## config.mk

```make
export PLATFORM = sky130hd
export DESIGN_NAME = lal_seq_ctrl
export DESIGN_NICKNAME = d
export VERILOG_FILES = /design/src/rtl/lal_seq_ctrl.sv
export SDC_FILE = /design/constraint.sdc
export NUM_CORES = 1
export LEC_CHECK = 0
export ABC_AREA = 1
export BUFFER_PORTS_ARGS = -buffer_cell sky130_fd_sc_hd__buf_2
export CAP_MARGIN = 20
export CELL_PAD_IN_SITES_DETAIL_PLACEMENT = 0
export CELL_PAD_IN_SITES_GLOBAL_PLACEMENT = 2
export CORE_MARGIN = 4
export CORE_UTILIZATION = 24
export DETAILED_ROUTE_END_ITERATION = 7
export PLACE_DENSITY_LB_ADDON = 0.1
export SLEW_MARGIN = 30
export SYNTH_ARGS = -nofsm -noshare
export SYNTH_HDL_FRONTEND = slang
export SYNTH_SLANG_ARGS = --single-unit
```

## constraint.sdc

```tcl
create_clock -name clk -period 1.9 [get_ports clk]
set_input_delay 0.285 -clock clk [delete_from_list [all_inputs] [get_ports clk]]
set_output_delay 0.285 -clock clk [all_outputs]
set_load 0.1 [all_outputs]
```

## src/rtl/lal_seq_ctrl.sv

```systemverilog
// lal_seq_ctrl: load/count/done sequencer with a registered compare flag.
// Optional LAL_SEQ_MATCH_STOP_EN: a registered match ends the count early, keeping cnt.
module lal_seq_ctrl #(
  parameter int CNT_W = 9,
  parameter int CMP_W = 4
) (
  input  logic             clk,
  input  logic             rst,
  input  logic             start,
  input  logic [CNT_W-1:0] load_val,
  input  logic             inhibit,
  input  logic [CMP_W-1:0] cmp_a,
  input  logic [CMP_W-1:0] cmp_b,
  input  logic             ack,
  output logic [CNT_W-1:0] cnt,
  output logic             busy,
  output logic             done,
  output logic             match
);
  typedef enum logic [1:0] {IDLE, COUNT, DONE} state_t;
  state_t state_q, state_d;
  logic [CNT_W-1:0] cnt_q, cnt_d;
  logic match_q;
  always_ff @(posedge clk or posedge rst) begin
    if (rst) begin
      state_q <= IDLE;
      cnt_q   <= '0;
      match_q <= 1'b0;
    end else begin
      state_q <= state_d;
      cnt_q   <= cnt_d;
      match_q <= (cmp_a == cmp_b);
    end
  end
  always_comb begin
    state_d = state_q;
    cnt_d   = cnt_q;
    case (state_q)
      IDLE: if (start) begin
        state_d = COUNT;
        cnt_d   = load_val;
      end
      COUNT: if (!inhibit) begin
`ifdef LAL_SEQ_MATCH_STOP_EN
        if (match_q) state_d = DONE;
        else
`endif
        if (&cnt_q) begin
          state_d = DONE;
          cnt_d   = '0;
        end else cnt_d = cnt_q + 1'b1;
      end
      DONE: if (ack) state_d = IDLE;
      default: state_d = IDLE;
    endcase
  end
  assign cnt   = cnt_q;
  assign busy  = (state_q == COUNT);
  assign done  = (state_q == DONE);
  assign match = match_q;
endmodule

```

Word level (Yosys, flattened, before mapping)
Index checks and enable logic that the tools add are counted.
{"block": "word_totals", "input_bits": 22, "register_bits": 12, "out_inout_bits": 12, "wordCells": 25}
{"block": "op_classes", "n_mux": 9, "add_sub_neg": 1, "eq_ne": 7, "n_reduce_logical": 5}
{"operator": "$mux 9", "n": 3}
{"operator": "$pmux 9 s2", "n": 1}
{"operator": "$add 9x1->9 const B", "n": 1}
{"operator": "$reduce_and 9->1", "n": 1}
{"operator": "$mux 2", "n": 4}
{"operator": "$ne 2x2->1 const B", "n": 3}
{"operator": "$pmux 2 s3", "n": 1}
{"operator": "$eq 4x4->1", "n": 1}
{"operator": "$reduce_and 4->1", "n": 1}
{"operator": "$reduce_and 3->1", "n": 1}
{"operator": "$eq 2x1->1 const B", "n": 1}
{"operator": "$eq 2x2->1 const B", "n": 1}
{"operator": "$logic_not 2->1", "n": 1}
{"operator": "$ne 2x1->1 const B", "n": 1}
{"operator": "$reduce_bool 2->1", "n": 1}

Longest topological paths before layout
Gate-level depths: netlist of run 1.
{"block": "logic_depth", "word_depth": 4, "ltp_mapped": 11, "depth_no_buf": 11}

Worst setup path after synthesis of run 1
Ideal clock, no wire load.
{"block": "synth_timing", "path_kind": "register -> register", "from": "reg cnt_q[1] (netlist: cnt[1])", "to": "reg cnt_q[5] (netlist: cnt[5])", "slack_ps": -508, "required_ps": 1780, "arrival_ps": 2288, "path_stages_with_launch": 12, "path_cell_list": "dfrtp_1 > ha_1 > nand2_1 > nor2_1 > nand3_1 > nor2_1 > ha_1 > nor2_4 > o21ai_0 > nand2_1 > nand2_1 > nand2_1"}
{"block": "synth_via", "elab_chain_cells": 4}
{"element": "from (decl)", "line": "22", "text": "logic [CNT_W-1:0] cnt_q, cnt_d;"}
{"element": "from (signal assigned)", "line": "31", "text": "cnt_q <= cnt_d;"}
{"element": "$add 9x1->9 or $reduce_and 9->1 (tied branches)", "line": "51, 48"}
{"element": "$mux 9 (*)", "line": "48", "text": "if (&cnt_q) begin"}
{"element": "$mux 9 (*)", "line": "43", "text": "COUNT: if (!inhibit) begin"}
{"element": "$pmux 9 s2 (*)", "line": "38", "text": "case (state_q)"}
Mark *: on every way between the ends. The rest lies on a longest branch, timed or not. The select of a mux whose other input is x is not followed.
A chain may end at the register's enable or synchronous reset.

Worst setup path after layout of run 1
Same ends and word-level chain as after synthesis.

==> out/metrics.cfg, run 1 <==
[outcome]
outcome = complete, no violations

[floorplanning]
die_w_um = 65.9
core_area_sq_mm = 0.00313
boundaryPins = 34
rows = 20
fp.dieArea_sq_mm = 0.00434
start_util_pct = 25.7
dieHeight_um = 65.9

[cts]
clk_latency_ps = 280
h-tree-depth = 1
cts.clk_slew.worst_paths_ps = 90
cts_inserted_buffers = 3
clk_path_buf_depth = 2
hold_buffers = 0
clock_sinks = 12
root_buffer = clkbuf_4
post_cts_buffers = 0
cts_tree = built

[critical_path]
required_ps = 2120
slowest_delay_ps = 520
crit_path_end = cnt[5]
crit_arrival_ps = 1920
endpoint_kind = flop
regToRegSetupSlack_ps = 210
critical_path_class = reg -> reg
r2r-end = cnt[5]
worstReg2RegStart = cnt[1]
path_cells = ha_4 > nand2_1 > nor2_2 > nand3_1 > nor2_2 > ha_2 > nor2_4 > o21ai_0 > nand2_1 > nand2_1 > nand2_1
critPathSlowestCell = dfrtp_4
setup.worst_path.start_class = flop
startpoint = cnt[1]
worst-r2r-cell-count = 11
path_max_fanout = 7
cp_common_cell = nand2_1

[global_routing]
grt_pass1_vias = 821
grt_use_total_pct = 10.8
grt_use_met3_pct = 4.76
grt_max_degree = 19
use_met1_pct = 12.4
grt_antenna_before_repair = 0
grt_use_met2_pct = 18.4
grt_pass1_wl_um = 3510
grt-ovfl-total = 0
top_usage_layer = met2

[route]
viasPerCell = 4.30
via_count = 800
drt-total-wl_um = 2080
drc = 0
wl_per_cell_um = 11.2
ant_nets = 0
drt_iter0_drc = 25
drt_first_pass_iters = 4

[synth]
synth_nets = 131
synth_seq_area_share_pct = 37.4
synth_top_area_share_pct = 37.4
yosysTopAreaCell = dfrtp_1
avgSynthCellArea_sq_um = 7.58
ys_types = 21
synth_area_leaders = dfrtp_1 37%, nand2_1 13%, inv_1 6.1%
synthCells = 106
synth_warnings = 0
synth-seq-cells = 12
syn_area_sq_um = 803

[timing]
period_minus_slack_ps = 1690
worst_pin_slew_ps = 503
setup_viol = 0
finalClockSkew_ps = 13.4
slew_headroom_pct = 66.5
drv_slew = 0
tns_ps = 0
hold_violations = 0
finalCritPeriodShare_pct = 89.0
rsz0062_at_grt = false
fmax_ghz = 0.591
holdWs_ps = 13.1

[placement]
numPlacedInstances = 182
placed_cell_area_sq_mm = 0.00106
place_hpwl_um = 1630
gp_congestion = 0.752
port_buffers = 33

[final_layout]
areaGrowthSynthToFinish_pct = 37.7
fin_cells = 186
finalInstanceArea_sq_mm = 0.00111
fin_nets = 168
drive_gt1_share_pct = 40.1
diodes = 0

[hold_path]
hold_path_class = in -> async

[run]
maxCapViolCount = 0

## layout by cell type (no fill, tap or decap)
master,instances
o21ai_0,6
inv_2,1
xor2_1,3
dfrtp_2,5
clkbuf_8,1
nand3_1,7
clkbuf_4,3
nand2_2,1
nor3_1,1
nand2_4,1
a22oi_1,3
nor2_4,1
inv_1,13
ha_4,1
a21oi_1,8
nand3_4,1
o31ai_2,1
dfrtp_1,5
nor2_2,4
ha_1,1
nor2_1,5
nand3b_1,1
nand2_1,28
buf_12,1
dfrtp_4,2
a21oi_2,1
ha_2,1
xnor2_1,2
buf_2,32
a21boi_0,2
## worst max-delay path, delay by kind of cell, from the launching register on
kind            cells  cell delay [ps]
simple gates        8              640
fa+ha+maj           2              350
flops               1              520
compound gates      1              130
## state kept, by name (all words and copies together) (netlist names)
register / flops
cnt: 9
match: 1
state_q: 2
## layout make-up
cell class	instances	area, sq um
Clock buffer	4	36.3
Sequential cell	12	314
Inverter	14	52.6
Multi-Input combinational cell	79	468
Tap cell	44	55.1
Timing Repair Buffer	33	180
Fill cell	341	2020
## routing by layer
metal / part of all wire, % / wire length, um
met3: 7.6 / 158
met2: 45 / 929
met1: 47 / 970
met5: 0 / 0
met4: 0.96 / 20
## what timing repair did
item / 4_1_cts / 5_1_grt
resized for setup: 0 / 4
setup endpoints to repair: 0 / 7
hold endpoints to repair: 0 / 0
## Yosys cell counts (all sizes together)
master	instances
a21boi	2
a21oi	9
a22oi	3
buf	1
dfrtp	12
ha	3
inv	14
nand2	30
nand3	8
nand3b	1
nor2	10
nor3	1
o21ai	6
o31ai	1
xnor2	2
xor2	3
## kinds of logic after synthesis
family                     synth area share [%]
DFF                                        37.4
and+or+nand+nor                            29.0
xor gates and xnor gates                   5.45
buffers and inverters                      7.94
AOI/OAI and AO/OA                          15.6
adders and majority gates                  4.67
## through the flow
| stage | worst slack, ps | utilization, % |
|---|---|---|
| after floorplan | 12.4 | - |
| after global placement | 192 | 33.8 |
| after detailed placement | 169 | 33.8 |
| after CTS | 133 | 35.0 |
| after global routing | 13.7 | 35.4 |
| final | 209 | 35.4 |
## worst min path at each step
stage / start / to / cells after the start
6_report: rst / cnt[1] / 2
2_1_floorplan: rst / cnt[7] / 1
4_1_cts: rst / cnt[1] / 2
3_3_place_gp: rst / match / 2
5_1_grt: rst / cnt[1] / 2
3_5_place_dp: rst / match / 2
Power of run 1 is not shown: default switching activity piles up to over one toggle a cycle in this logic, so the estimate is an artifact.
==> inputs of run 2 (changes only) <==
CORE_UTILIZATION = 22   (was 24)
clock period = 1.5 ns   (was 1.9 ns; I/O delays follow)
==> out/metrics.cfg, run 2 (same netlist as run 1, synthesis figures left out) <==
[outcome]
outcome = finished, violations left
violations = negative hold slack, negative setup slack

[placement]
gp_congestion = 0.789  ; +4.9%
port_buffers = 33  ; unchanged
place_hpwl_um = 1860  ; +14%
numPlacedInstances = 193  ; +6.0%

[route]
drt_iter0_drc = 25  ; unchanged
drt-total-wl_um = 2430  ; +17%
viasPerCell = 4.31  ; +0.25%
drt_first_pass_iters = 3  ; -1
ant_nets = 0  ; unchanged
via_count = 871  ; +8.9%
wl_per_cell_um = 12.0  ; +7.4%
drc = 0  ; unchanged

[cts]
cts.clk_slew.worst_paths_ps = 60  ; -30 ps
h-tree-depth = 1  ; unchanged
cts_tree = built
cts_inserted_buffers = 3  ; unchanged
clk_latency_ps = 240  ; -40 ps
clk_path_buf_depth = 2  ; unchanged
root_buffer = clkbuf_8
hold_buffers = 0  ; unchanged
clock_sinks = 12  ; unchanged

[timing]
finalCritPeriodShare_pct = 106  ; +17 points
rsz0062_at_grt = true
hold_violations = 10  ; +10
fmax_ghz = 0.631  ; +6.8%
setup_viol = 9  ; +9
finalClockSkew_ps = 2.07  ; -11.3 ps
worst_pin_slew_ps = 502  ; -0.706 ps
slew_headroom_pct = 66.5  ; about the same
holdWs_ps = -4.72  ; -17.8 ps
drv_slew = 0  ; unchanged
timing.final.ws_setup_ps = -84.3  ; -293 ps
period_minus_slack_ps = 1580  ; -107 ps

[floorplanning]
boundaryPins = 34  ; unchanged
die_w_um = 68.4  ; +3.9%
core_area_sq_mm = 0.00344  ; +10%
start_util_pct = 23.3  ; -2.3 points
fp.dieArea_sq_mm = 0.00468  ; +8.0%
dieHeight_um = 68.4  ; +3.9%
rows = 21  ; +5.0%

[run]
maxCapViolCount = 0  ; unchanged

[final_layout]
areaGrowthSynthToFinish_pct = 68.8
drive_gt1_share_pct = 53.2  ; +13 points
mostFrequentLayoutCells = 30 x buf_2, 26 x nand2_1, 14 x buf_4
final_common_cell = buf_2
diodes = 0  ; unchanged
fin_nets = 182  ; +8.3%
largest_register_ffs = 9  ; unchanged
fin_cells = 202  ; +8.6%

[critical_path]
required_ps = 1680  ; -440 ps
critPathSlowestCell = dfrtp_4
critical_path_class = reg -> reg
endpoint_kind = flop
slowest_delay_ps = 490  ; -30 ps
worstReg2RegStart = cnt[1]
setup.worst_path.start_class = flop
crit_arrival_ps = 1760  ; -160 ps
startpoint = cnt[1]
path_cells = ha_4 > nand2_4 > nor2_4 > nand3_4 > nor2_4 > ha_4 > nor2_4 > nand3_2 > nand2_1 > nand2_1 > nand2_1
path_max_fanout = 7  ; unchanged

[global_routing]
grt_antenna_before_repair = 0  ; unchanged
grt_pass1_vias = 915  ; +11%
grt_max_degree = 19  ; unchanged
grt_pass1_wl_um = 4030  ; +15%
grt-ovfl-total = 0  ; unchanged
grt_use_total_pct = 11.4  ; +0.55 points

[hold_path]
hold_path_class = in -> async

run 2: worst paths after layout:
kind | end | slack, ps | cells after the start
worst min-delay path | match | -5 | 2
min in group clk | state_q[1] | 190 | 2
worst max-delay path | cnt[5] | -80 | 11
max in group asynchronous | cnt[4] | 1130 | 2
worst min register to register | cnt[7] | 630 | 3
worst max register to register | cnt[5] | -80 | 11
run 2: final cells by class:
cell class / count / area [sq um]
Clock buffer: 4 / 55.1
Inverter: 14 / 52.6
Timing Repair Buffer: 47 / 315
Tap cell: 46 / 57.6
Fill cell: 382 / 2090
Sequential cell: 12 / 319
Multi-Input combinational cell: 79 / 557
run 2: metal layers:
metal | global-route usage, % | share of wire (%) | wire, um | vias up
met4 | 4.47 | 1.1 | 27 | 0
met2 | 18.8 | 50 | 1220 | 22
met3 | 2.30 | 5.2 | 126 | 4
met5 | 0 | 0 | 0 | -
met1 | 14.3 | 43 | 1050 | 402
li1 | - | - | - | 443
run 2: per-stage QoR:
step | setup slack (ps) | utilization [%] | TNS (ps) | cell area (sq um) | hold slack [ps]
floorplan | -344 | - | -3190 | 847 | 89.6
global placement | -163 | 34.0 | -1130 | 1170 | 285
detailed placement | -211 | 34.0 | -1800 | 1170 | 296
CTS | -115 | 37.5 | -815 | 1290 | 31.9
global route | -181 | 39.4 | -1270 | 1360 | 54.9
finish | -84.3 | 39.4 | -381 | 1360 | -4.72
run 2: what timing repair did:
| item | CTS | global route |
|---|---|---|
| pin swaps | 13 | 5 |
| setup buffers | 2 | 3 |
| gates resized for setup | 12 | 11 |
| gates cloned | 0 | 0 |
| endpoints found under the setup margin | 12 | 12 |
| hold endpoints to repair | 0 | 0 |
run 2: critical path, delay by kind of cell (launching register included):
kind          cells  cell delay [ps]
simple gates      9              700
flops             1              490
fa+ha+maj         2              340
Power of run 2 is left out for the same reason.
==> inputs of run 3 (changes only) <==
BUFFER_PORTS_ARGS = not set   (was -buffer_cell sky130_fd_sc_hd__buf_2)
CORE_UTILIZATION = 29   (was 22)
DONT_BUFFER_PORTS = 1   (was not set)
==> out/metrics.cfg, run 3 (same netlist as run 1, synthesis figures left out) <==
[outcome]
outcome = finished, violations left
violations = negative setup slack

[critical_path]
critical_path_class = reg -> reg
cp_top_family = simple AND/OR/NAND/NOR gates
worst-r2r-cell-count = 11  ; unchanged
slowest_delay_ps = 500  ; about the same
critPathSlowestCell = dfrtp_4
path_max_fanout = 7  ; unchanged
crit_arrival_ps = 1780  ; +20 ps
path_cells = ha_4 > nand2_4 > nor2_4 > nand3_4 > nor2_4 > ha_4 > nor2_4 > o21ai_1 > nand2_1 > nand2_1 > nand2_1
cp_num_cells = 11  ; unchanged
setup.worst_path.start_class = flop
required_ps = 1720  ; +40 ps
endpoint_kind = flop
path_buf_inv = 0  ; unchanged

[route]
drc = 0  ; unchanged
wl_per_cell_um = 13.3  ; +11%
drt_first_pass_iters = 4  ; +1
drt-total-wl_um = 2110  ; -13%
via_count = 746  ; -14%
ant_nets = 0  ; unchanged
drt_iter0_drc = 15  ; -40%
viasPerCell = 4.69  ; +8.8%

[cts]
root_buffer = clkbuf_4
cts_inserted_buffers = 3  ; unchanged
h-tree-depth = 1  ; unchanged
cts.clk_slew.worst_paths_ps = 90  ; +30 ps
clock_sinks = 12  ; unchanged
clk_latency_ps = 280  ; +40 ps
cts_tree = built
clk_path_buf_depth = 2  ; unchanged

[final_layout]
mostFrequentLayoutCells = 27 x nand2_1, 16 x buf_4, 11 x inv_1
largest_register_ffs = 9  ; unchanged
drive_gt1_share_pct = 38.8  ; -14 points
diodes = 0  ; unchanged
nFillCells = 259  ; -32%
final_core_util_pct = 45.3  ; +5.9 points
areaGrowthSynthToFinish_pct = 44.7
fin_cells = 159  ; -21%
fin_nets = 155  ; -15%
final_common_cell = nand2_1

[timing]
rsz0062_at_grt = true
fmax_ghz = 0.642  ; +1.6%
setup_viol = 10  ; +1
timing.final.ws_setup_ps = -58.8  ; +25.5 ps
worst_pin_slew_ps = 487  ; -14.8 ps
drv_slew = 0  ; unchanged
finalClockSkew_ps = 5.92  ; +3.85 ps
slew_headroom_pct = 67.5  ; +0.99 points
finalCritPeriodShare_pct = 104  ; -1.7 points
hold_violations = 0  ; -10
period_minus_slack_ps = 1560  ; -25.5 ps

[floorplanning]
start_util_pct = 31.3  ; +7.9 points
core_area_sq_mm = 0.00257  ; -25%
rows = 18  ; -14%
fp.dieArea_sq_mm = 0.00368  ; -21%
boundaryPins = 34  ; unchanged
dieHeight_um = 60.6  ; -11%
die_w_um = 60.6  ; -11%

[hold_path]
hold_path_class = in -> reg
hold_depth = 1

[global_routing]
grt-ovfl-total = 0  ; unchanged
grt_pass1_wl_um = 3400  ; -16%
grt_pass1_vias = 744  ; -19%
grt_use_total_pct = 12.5  ; +1.1 points
grt_antenna_before_repair = 0  ; unchanged
grt_max_degree = 19  ; unchanged

[placement]
numPlacedInstances = 152  ; -21%
port_buffers = 0  ; -100%
place_hpwl_um = 1620  ; -13%
gp_congestion = 0.776  ; -1.6%
post-place-ws_ps = -147  ; +64.1 ps

[run]
maxCapViolCount = 0  ; unchanged

-- run 3: layer usage --
metal,GRT usage [%],up-vias,part of all wire [%]
met5,0,-,0
met4,2.79,0,0
met3,4.47,0,8.1
met2,20.8,24,49
met1,15.6,331,42
li1,-,391,-
-- run 3: stage by stage --
step | cell area (sq um) | hold WS (ps) | setup TNS [ps]
global placement | 1030 | 178 | -917
finish | 1160 | 35.3 | -377
CTS | 1110 | 28.6 | -839
detailed placement | 1030 | 169 | -1350
floorplan | 847 | 89.6 | -3190
global route | 1160 | 26.6 | -1320
-- run 3: repair_timing --
action,CTS,global route
pin swaps,11,5
hold endpoints to repair,12,0
hold buffers,1,0
setup endpoints to repair,12,12
buffers inserted,1,1
gates resized for setup,10,10
-- run 3: layout make-up --
| cell class | count | area, sq um | area share [%] |
|---|---|---|---|
| flip-flops and latches | 12 | 320 | 27.6 |
| clock buffers | 4 | 36.3 | 3.12 |
| well taps | 30 | 37.5 | 3.23 |
| repair buffers | 20 | 185 | 15.9 |
| multi-input cells | 79 | 531 | 45.6 |
| inverters | 14 | 52.6 | 4.52 |
-- run 3: path summary, 6_finish.rpt --
check | startpoint | endpoint | slack [ps]
setup / recovery | cnt[1] | cnt[5] | -60
hold / removal | ack | state_q[1] | 40
setup reg to reg | cnt[1] | cnt[5] | -60
hold reg to reg | state_q[0] | state_q[0] | 570
max in group asynchronous | rst | cnt[4] | 720
min in group asynchronous | rst | match | 400
Power of run 3 is left out for the same reason.
